**config.mk**
```make
export PLATFORM = sky130hd
export DESIGN_NAME = branch_detector_multi
export DESIGN_NICKNAME = d
export VERILOG_FILES = /design/src/rtl/branch_detector_multi.sv
export SDC_FILE = /design/constraint.sdc
export NUM_CORES = 2
export LEC_CHECK = 0
export CORE_ASPECT_RATIO = 1.25
export CORE_MARGIN = 5
export CORE_UTILIZATION = 23
export CTS_BUF_LIST = sky130_fd_sc_hd__clkbuf_2 sky130_fd_sc_hd__clkbuf_4 sky130_fd_sc_hd__clkbuf_8
export CTS_CLUSTER_DIAMETER = 60
export CTS_CLUSTER_SIZE = 40
export DETAILED_ROUTE_END_ITERATION = 12
export GPL_TIMING_DRIVEN = 0
export SYNTH_ARGS = -nofsm -noshare
export SYNTH_HDL_FRONTEND = slang
export SYNTH_SLANG_ARGS = --single-unit
```
**constraint.sdc**
```tcl
create_clock -name clock -period 2.3 [get_ports clock]
set_clock_uncertainty 0.1 [all_clocks]
set_input_delay 0.69 -clock clock [delete_from_list [all_inputs] [get_ports clock]]
set_output_delay 0.69 -clock clock [all_outputs]
set_load 0.01 [all_outputs]
```
**src/rtl/branch_detector_multi.sv**
```systemverilog
// rtl/branch_detector_multi.sv - per-thread multi-entry branch detector with replay on annulled instructions
// Five register ranks from the stage-0 capture to the outputs; the thread id rides along to index the replay table.

module branch_detector_multi #(
  parameter int WORD_WIDTH         = 36,
  parameter int PC_WIDTH           = 10,
  parameter int THREAD_COUNT       = 8,
  parameter int THREAD_COUNT_WIDTH = 3,
  parameter int BRANCH_COUNT       = 4,
  parameter int BRANCH_INDEX_WIDTH = 2,
  parameter int FLAG_COUNT         = 8
) (
  input  logic                          clock,
  input  logic                          reset_n,
  input  logic [PC_WIDTH-1:0]           pc,
  input  logic [FLAG_COUNT-1:0]         flags_previous,
  input  logic                          IO_ready_previous,
  input  logic                          config_wren,
  input  logic [BRANCH_INDEX_WIDTH-1:0] config_entry,
  input  logic [WORD_WIDTH-1:0]         config_data,
  output logic [PC_WIDTH-1:0]           destination,
  output logic [BRANCH_INDEX_WIDTH-1:0] branch_index,
  output logic                          jump,
  output logic                          cancel
);

  localparam int CONFIG_WIDTH = 2*PC_WIDTH + 2*FLAG_COUNT + 5;
  localparam int VAL_LSB      = 5;
  localparam int MASK_LSB     = VAL_LSB + FLAG_COUNT;
  localparam int DEST_LSB     = MASK_LSB + FLAG_COUNT;
  localparam int ORIG_LSB     = DEST_LSB + PC_WIDTH;
  localparam int B_PE = 0, B_PT = 1, B_OE = 2, B_VALID = 3, B_INV = 4;

  logic [THREAD_COUNT_WIDTH-1:0] thr;
  logic [CONFIG_WIDTH-1:0]       cfg_mem [THREAD_COUNT][BRANCH_COUNT];
  logic [CONFIG_WIDTH-1:0]       cfg_wdata;

  // A WORD_WIDTH narrower than CONFIG_WIDTH zero-fills the high (origin) field.
  assign cfg_wdata = CONFIG_WIDTH'(config_data);

  always_ff @(posedge clock or negedge reset_n) begin
    if (!reset_n) begin
      thr <= '0;
      for (int t = 0; t < THREAD_COUNT; t++)
        for (int e = 0; e < BRANCH_COUNT; e++)
          cfg_mem[t][e] <= '0;
    end else begin
      thr <= (thr == THREAD_COUNT_WIDTH'(THREAD_COUNT - 1)) ? '0 : thr + 1'b1;
      if (config_wren && (int'(config_entry) < BRANCH_COUNT))
        cfg_mem[thr][config_entry] <= cfg_wdata;
    end
  end

  // Stage 0 capture and stage 1 hold; the config read shares the write edge, so it sees old data.
  logic [PC_WIDTH-1:0]           pc_s0, pc_s1;
  logic [FLAG_COUNT-1:0]         flags_s0, flags_s1;
  logic [THREAD_COUNT_WIDTH-1:0] thr_s0, thr_s1, thr_s2, thr_s3;
  logic [CONFIG_WIDTH-1:0]       cfg_s0 [BRANCH_COUNT];
  logic [CONFIG_WIDTH-1:0]       cfg_s1 [BRANCH_COUNT];

  always_ff @(posedge clock or negedge reset_n) begin
    if (!reset_n) begin
      pc_s0 <= '0; pc_s1 <= '0;
      flags_s0 <= '0; flags_s1 <= '0;
      thr_s0 <= '0; thr_s1 <= '0;
      for (int e = 0; e < BRANCH_COUNT; e++) begin
        cfg_s0[e] <= '0;
        cfg_s1[e] <= '0;
      end
    end else begin
      pc_s0 <= pc; pc_s1 <= pc_s0;
      flags_s0 <= flags_previous; flags_s1 <= flags_s0;
      thr_s0 <= thr; thr_s1 <= thr_s0;
      for (int e = 0; e < BRANCH_COUNT; e++) begin
        cfg_s0[e] <= cfg_mem[thr][e];
        cfg_s1[e] <= cfg_s0[e];
      end
    end
  end

  logic [BRANCH_COUNT-1:0] match_c, pred_c, match_s2, pred_s2, pe_s2, pt_s2;
  logic [PC_WIDTH-1:0]     dest_s2 [BRANCH_COUNT];

  always_comb begin
    match_c = '0;
    pred_c  = '0;
    for (int e = 0; e < BRANCH_COUNT; e++) begin
      match_c[e] = cfg_s1[e][B_VALID] &
                   (!cfg_s1[e][B_OE] || (pc_s1 == cfg_s1[e][ORIG_LSB +: PC_WIDTH]));
      pred_c[e]  = (((flags_s1 ^ cfg_s1[e][VAL_LSB +: FLAG_COUNT]) &
                     cfg_s1[e][MASK_LSB +: FLAG_COUNT]) == '0) ^ cfg_s1[e][B_INV];
    end
  end

  always_ff @(posedge clock or negedge reset_n) begin
    if (!reset_n) begin
      match_s2 <= '0; pred_s2 <= '0; pe_s2 <= '0; pt_s2 <= '0; thr_s2 <= '0;
      for (int e = 0; e < BRANCH_COUNT; e++) dest_s2[e] <= '0;
    end else begin
      match_s2 <= match_c;
      pred_s2  <= pred_c;
      thr_s2   <= thr_s1;
      for (int e = 0; e < BRANCH_COUNT; e++) begin
        pe_s2[e]   <= cfg_s1[e][B_PE];
        pt_s2[e]   <= cfg_s1[e][B_PT];
        dest_s2[e] <= cfg_s1[e][DEST_LSB +: PC_WIDTH];
      end
    end
  end

  logic                          win_jump, win_cancel, miss_cancel, cancel_c;
  logic [PC_WIDTH-1:0]           win_dest;
  logic [BRANCH_INDEX_WIDTH-1:0] win_idx;

  // Scan high to low so the lowest matching entry is the last one assigned.
  always_comb begin
    win_jump    = 1'b0;
    win_cancel  = 1'b0;
    win_dest    = '0;
    win_idx     = '0;
    miss_cancel = 1'b0;
    for (int e = BRANCH_COUNT - 1; e >= 0; e--) begin
      miss_cancel = miss_cancel | (match_s2[e] & pe_s2[e] & pt_s2[e]);
      if (match_s2[e] && pred_s2[e]) begin
        win_jump   = 1'b1;
        win_dest   = dest_s2[e];
        win_idx    = BRANCH_INDEX_WIDTH'(e);
        win_cancel = pe_s2[e] & !pt_s2[e];
      end
    end
    cancel_c = win_jump ? win_cancel : miss_cancel;
  end

  logic                          jump_s3, cancel_s3;
  logic [PC_WIDTH-1:0]           dest_s3;
  logic [BRANCH_INDEX_WIDTH-1:0] idx_s3;

  always_ff @(posedge clock or negedge reset_n) begin
    if (!reset_n) begin
      jump_s3 <= 1'b0; cancel_s3 <= 1'b0; dest_s3 <= '0; idx_s3 <= '0; thr_s3 <= '0;
    end else begin
      jump_s3   <= win_jump;
      cancel_s3 <= cancel_c;
      dest_s3   <= win_dest;
      idx_s3    <= win_idx;
      thr_s3    <= thr_s2;
    end
  end

  logic                          saved_jump [THREAD_COUNT];
  logic [PC_WIDTH-1:0]           saved_dest [THREAD_COUNT];
  logic [BRANCH_INDEX_WIDTH-1:0] saved_idx  [THREAD_COUNT];

  // An annulled previous instruction replays the thread's last accepted decision without cancelling.
  always_ff @(posedge clock or negedge reset_n) begin
    if (!reset_n) begin
      jump <= 1'b0; cancel <= 1'b0; destination <= '0; branch_index <= '0;
      for (int t = 0; t < THREAD_COUNT; t++) begin
        saved_jump[t] <= 1'b0;
        saved_dest[t] <= '0;
        saved_idx[t]  <= '0;
      end
    end else if (IO_ready_previous) begin
      jump               <= jump_s3;
      cancel             <= cancel_s3;
      destination        <= dest_s3;
      branch_index       <= idx_s3;
      saved_jump[thr_s3] <= jump_s3;
      saved_dest[thr_s3] <= dest_s3;
      saved_idx[thr_s3]  <= idx_s3;
    end else begin
      jump         <= saved_jump[thr_s3];
      cancel       <= 1'b0;
      destination  <= saved_dest[thr_s3];
      branch_index <= saved_idx[thr_s3];
    end
  end

endmodule
```
Yosys cells after proc, flatten, opt, wreduce, memory -nomap -nowiden --
Cells that the tools add are included.
Cells by class: add/subtract/negate cells 1, $lt $le $gt $ge 6, eq/ne operators 5, multiplexer cells 48, bitwise logic cells 34, reductions and logical operators 23
Operators with widths (number):
- $bwmux 1312 | 1
- $bmux 164 s3 | 1
- $demux 164 s3 | 1
- $mux 164 | 3
- $demux 41 s2 | 1
- $bwmux 80 | 1
- $mux 10 | 8
- $mux 41 | 1
- $eq 10x10->1 | 4
- $and 8x8->8 | 4
- $logic_not 8->1 | 4
- $xor 8x8->8 | 4
- $bmux 10 s3 | 1
- $demux 10 s3 | 1
- $and 1x1->1 | 16
- $bwmux 16 | 1
- $mux 2 | 8
- $mux 1 | 14
- $bwmux 8 | 1
- $ge 4x4->1 const B | 2
- $logic_not 1->1 | 8
- $lt 4x1->1 const B | 2
- $not 3->4 | 2
- $logic_and 1x1->1 | 7
- other kinds (13) | 21
Storage, ports and cells: bits in registers 1879, input port bits 60, output and inout bits 14, word-level logic and storage cells 206

Longest topological paths before layout --
depth in word-level cells 8, mapped depth 9, depth with buffers taken out 4

Worst setup path before layout --
OpenSTA, ideal clock, no wires.
path type in2reg, start point input port config_entry[0], end point register cfg_mem[877] (netlist bit), setup time 0.125 ns, data arrival time 1.920 ns, required time 2.075 ns, path slack 0.155 ns, stages on the path 5, buffers on the path 2, cell sequence nand3b_1 > buf_2 > nor3_4 > buf_2 > mux2_2
Between the ends: word-level cells in the longest chain between the ends 8, elaborated cells between the ends (all ways) 9, classes of those cells order compare (2); mux (5); bitwise (1); reduce/logical (1)
RTL lines:
- start, declared | RTL line 19 | input logic [BRANCH_INDEX_WIDTH-1:0] config_entry,
- $not 2->3 (not written as such) (*) | RTL line 50 | cfg_mem[thr][config_entry] <= cfg_wdata;
- $ge 3x3->1 (not written as such) or $lt 3x1->1 (tied branches) | RTL line 50
- $logic_and 1x1->1 (not written as such) | RTL line 50
- $mux 41 (not written as such) | RTL line 50
- $demux 41 s2 (*) | RTL line 50
- $mux 164 (not written as such) (*) | RTL line 50
- $demux 164 s3 (*) | RTL line 50
- $bwmux 1312 (*) | RTL line 50
- end signal, assigned by index | RTL line 50
- end, declared | RTL line 35 | logic [CONFIG_WIDTH-1:0] cfg_mem [THREAD_COUNT][BRANCH_COUNT];
Every way passes the cells marked *; elsewhere a longest branch is shown, timed or not. A chain may end at the register's enable or synchronous reset.

Final worst setup path --
start point register thr[1], end point register cfg_s0[82] (netlist bit)
Between the ends: word-level cells in the longest chain between the ends 4
RTL lines:
- start, declared | RTL line 34 | logic [THREAD_COUNT_WIDTH-1:0] thr;
- start signal, assigned | RTL line 48 | thr <= (thr == THREAD_COUNT_WIDTH'(THREAD_COUNT - 1)) ? '0 : thr + 1'b1;
- $not 3->4 (not written as such) | RTL line 75 | cfg_s0[e] <= cfg_mem[thr][e];
- $bmux 164 s3 | RTL line 75
- $mux 164 (2 in series)
- end signal, assigned by index | RTL line 75
- end, declared | RTL line 58 | logic [CONFIG_WIDTH-1:0] cfg_s0 [BRANCH_COUNT];
Every way passes these cells. The select of a mux whose other input is x is not followed.

==> results.json <==
{
  "vias": 42813,
  "placementRows": 222,
  "track_usage": 0.160,
  "dp_hpwl_microns": 165000,
  "worst_pin_slew_ns": 1.15,
  "synthMostInstantiatedCell": "dfrtp_1",
  "power_leakage_nw": 35.4,
  "numPortBuffers": 73,
  "die_h_microns": 617,
  "final_area_sq_um": 80300,
  "grt_max_degree": 171,
  "fin_tns_setup_ns": -0.0617,
  "status": "complete, but fails checks",
  "gp_congestion": 0.883,
  "numCtsBuffers": 115,
  "initial_utilization": 0.231,
  "ys_top_cells_by_count": "dfrtp_1 (1679), mux2_2 (1276), clkbuf_1 (199)",
  "holdCritPathClass": "input port to async pin",
  "synth_area_per_cell_sq_um": 14.9,
  "cp-start-kind": "flop",
  "first_pass_iters": 6,
  "async_flop_share": 1.00,
  "critPathArrivalTime_ns": 3.05,
  "antenna_found_initial": 34,
  "fmax_mhz": 431,
  "rsz0062_at_grt": "yes",
  "slew-limit-headroom": 0.232,
  "path_class": "flop to flop",
  "worstPathCellList": "buf_6 -> buf_16 -> nand2_8 -> nor2_4 -> buf_4 -> clkbuf_4 -> a22oi_1 -> o21ai_1",
  "ys_ff_latch": 1679,
  "core-area_sq_um": 293000,
  "cts.sinks": 1679,
  "cts.clk_slew.worst_paths_ns": 0.12,
  "synth_top_area_frac": 0.620,
  "register_area_sq_um": 42000,
  "slowest_stage": "dfrtp_1",
  "via_per_inst": 4.79,
  "ant_nets": 0,
  "grt_pass1_vias": 44204,
  "clockBufferDepth": 3,
  "synth_edf_count": 0,
  "violations": "negative hold slack, negative setup slack",
  "n_fill_cell": 29487,
  "synthTopCellsByArea": "dfrtp_1 (62%), mux2_2 (21%), a221oi_1 (2.1%), mux4_2 (1.9%), a22oi_1 (1.8%)",
  "overflow": 0,
  "maxCapViolCount": 0,
  "synthToLayoutAreaGrowth_pct": 18.5,
  "synth_area_leader_cell": "dfrtp_1",
  "slew_violations": 0,
  "power.density_nw_per_um2": 747,
  "htree_levels": 3,
  "worstSetupEndpointType": "flop",
  "hold_ws_ns": -0.577,
  "final_cells": 8930,
  "p_total_mw": 60.0,
  "drt_iter0_markers": 4381,
  "cp.required_ns": 3.03,
  "final-setup-viol-count": 5,
  "layout-drive-gt1-share": 0.410,
  "slowest_delay_ns": 0.39,
  "pre_cts_ws_ns": -1.58,
  "cts_tree": "yes",
  "use_met2": 0.250,
  "drt_wl_total_microns": 253000,
  "synth_cells": 4559,
  "busiest_layer": "met2",
  "clkLatencyLatePin_ns": 0.99,
  "ys_seq_area_frac": 0.620,
  "dieArea_sq_um": 306000,
  "ys_types": 54,
  "yosys_warnings": 0,
  "cts-root-buf": "clkbuf_8",
  "detail_route.wl_per_cell_microns": 28.4,
  "die_x_microns": 495,
  "ios": 74,
  "fin_nets": 4952,
  "ir_drop_uv": 516,
  "postCtsHoldBufs": 6,
  "multi_input_area_sq_um": 24200,
  "mappedNetlistArea_sq_um": 67700,
  "ys.flop_type": "dfrtp_1",
  "crit_fanout": 10,
  "met1_usage": 0.194,
  "dpl_cell_area_sq_um": 73700,
  "final_core_util": 0.274,
  "hold_viol": 168,
  "period_minus_slack_ns": 2.32,
  "grt_pass1_wl_microns": 348000,
  "fin_ws_ns": -0.0205,
  "drc_errors": 0,
  "use_met3": 0.0418,
  "fin_crit_sh": 1.01,
  "dp.cells": 8563,
  "synth.net_count": 4621
}
## cell type report
| class | count | area share |
|---|---|---|
| sequential | 1679 | 0.523 |
| multi-input combinational | 2477 | 0.301 |
| tap | 3920 | 0.0611 |
| buffer | 372 | 0.0406 |
| timing repair buffer | 227 | 0.0341 |
| clock buffer | 126 | 0.0212 |
| clock inverter | 94 | 0.0170 |
| inverter | 18 | 0.000842 |
| antenna | 17 | 0.000530 |
## per-layer routing
metal,wire [microns],up-vias
met5,121,-
met4,20600,20
met3,22700,755
met2,114000,2009
met1,95300,22764
li1,-,17265
## cell usage in the layout (no fill, tap or decap), types with 44 or more instances in the layout
| cell | count |
|---|---|
| buf_4 | 149 |
| mux4_2 | 57 |
| a22oi_1 | 162 |
| mux2_2 | 1276 |
| clkbuf_1 | 125 |
| nand2_1 | 135 |
| o21ai_0 | 125 |
| a221oi_1 | 154 |
| xor2_1 | 44 |
| clkbuf_8 | 141 |
| buf_6 | 56 |
| dfrtp_1 | 1677 |
| mux2i_1 | 89 |
| buf_12 | 58 |
| clkdlybuf4s50_1 | 58 |
| mux2_1 | 69 |
## sequential cells by signal, indices dropped and copies added, names as in the netlist, 3 cells and up
register,count
dest_s3,10
pt_s2,4
flags_s0,8
cfg_s0,144
destination,10
thr,3
pc_s0,10
saved_dest,80
thr_s3,3
flags_s1,8
pc_s1,10
pred_s2,4
saved_idx,16
cfg_s1,144
saved_jump,8
thr_s1,3
match_s2,4
thr_s2,3
dest_s2,40
pe_s2,4
cfg_mem,1152
thr_s0,3
## power breakdown
| group | total [mW] | internal [mW] | switching (mW) |
|---|---|---|---|
| combinational | 6.13 | 3.27 | 2.86 |
| clock | 18.7 | 6.64 | 12.0 |
| sequential | 35.2 | 33.2 | 2.02 |
| total | 60.0 | 43.1 | 16.9 |
## final timing paths
path | endpoint | slack [ns] | depth (start not counted) | start
worst max-delay path | cfg_s0[82] | -0.02 | 8 | thr[1]
worst min-delay path | pc_s0[4] | -0.58 | 1 | reset_n
worst max register to register | cfg_s0[82] | -0.02 | 8 | thr[1]
worst min register to register | cfg_s1[27] | 0.25 | 0 | cfg_s0[27]
max in group asynchronous | flags_s1[4] | 0.51 | 5 | reset_n
min in group clock | flags_s0[0] | 0.09 | 1 | flags_previous[0]
## worst max-delay path, delay by kind of cell, from the launching register on
family	cells	cell delay, ns
buffers and inverters	4	0.98
DFF	1	0.39
and+or+nand+nor	2	0.38
AOI/OAI and AO/OA	2	0.33
## kinds of logic (layout without fill, tap and decap cells)
group                      count (synthesis)  count (layout)  share of synthesized area
DFF                                     1679            1679                      0.620
other                                      0              17                          0
buffers and inverters                    403             837                     0.0274
AOI/OAI and AO/OA                        602             602                     0.0641
muxes                                   1495            1495                      0.256
and+or+nand+nor                          322             322                     0.0244
adders and majority gates                  2               2                   0.000369
xor gates and xnor gates                  56              56                    0.00724
## repair_timing
action                                 4_1_cts  5_1_grt
setup buffers                               95       31
setup endpoints to repair                 1679     1319
resized for setup                          549      138
pin swaps                                   29        6
endpoints found under the hold margin      174      168
gates cloned                                 5        7
Power figures use the tool's default switching activity.
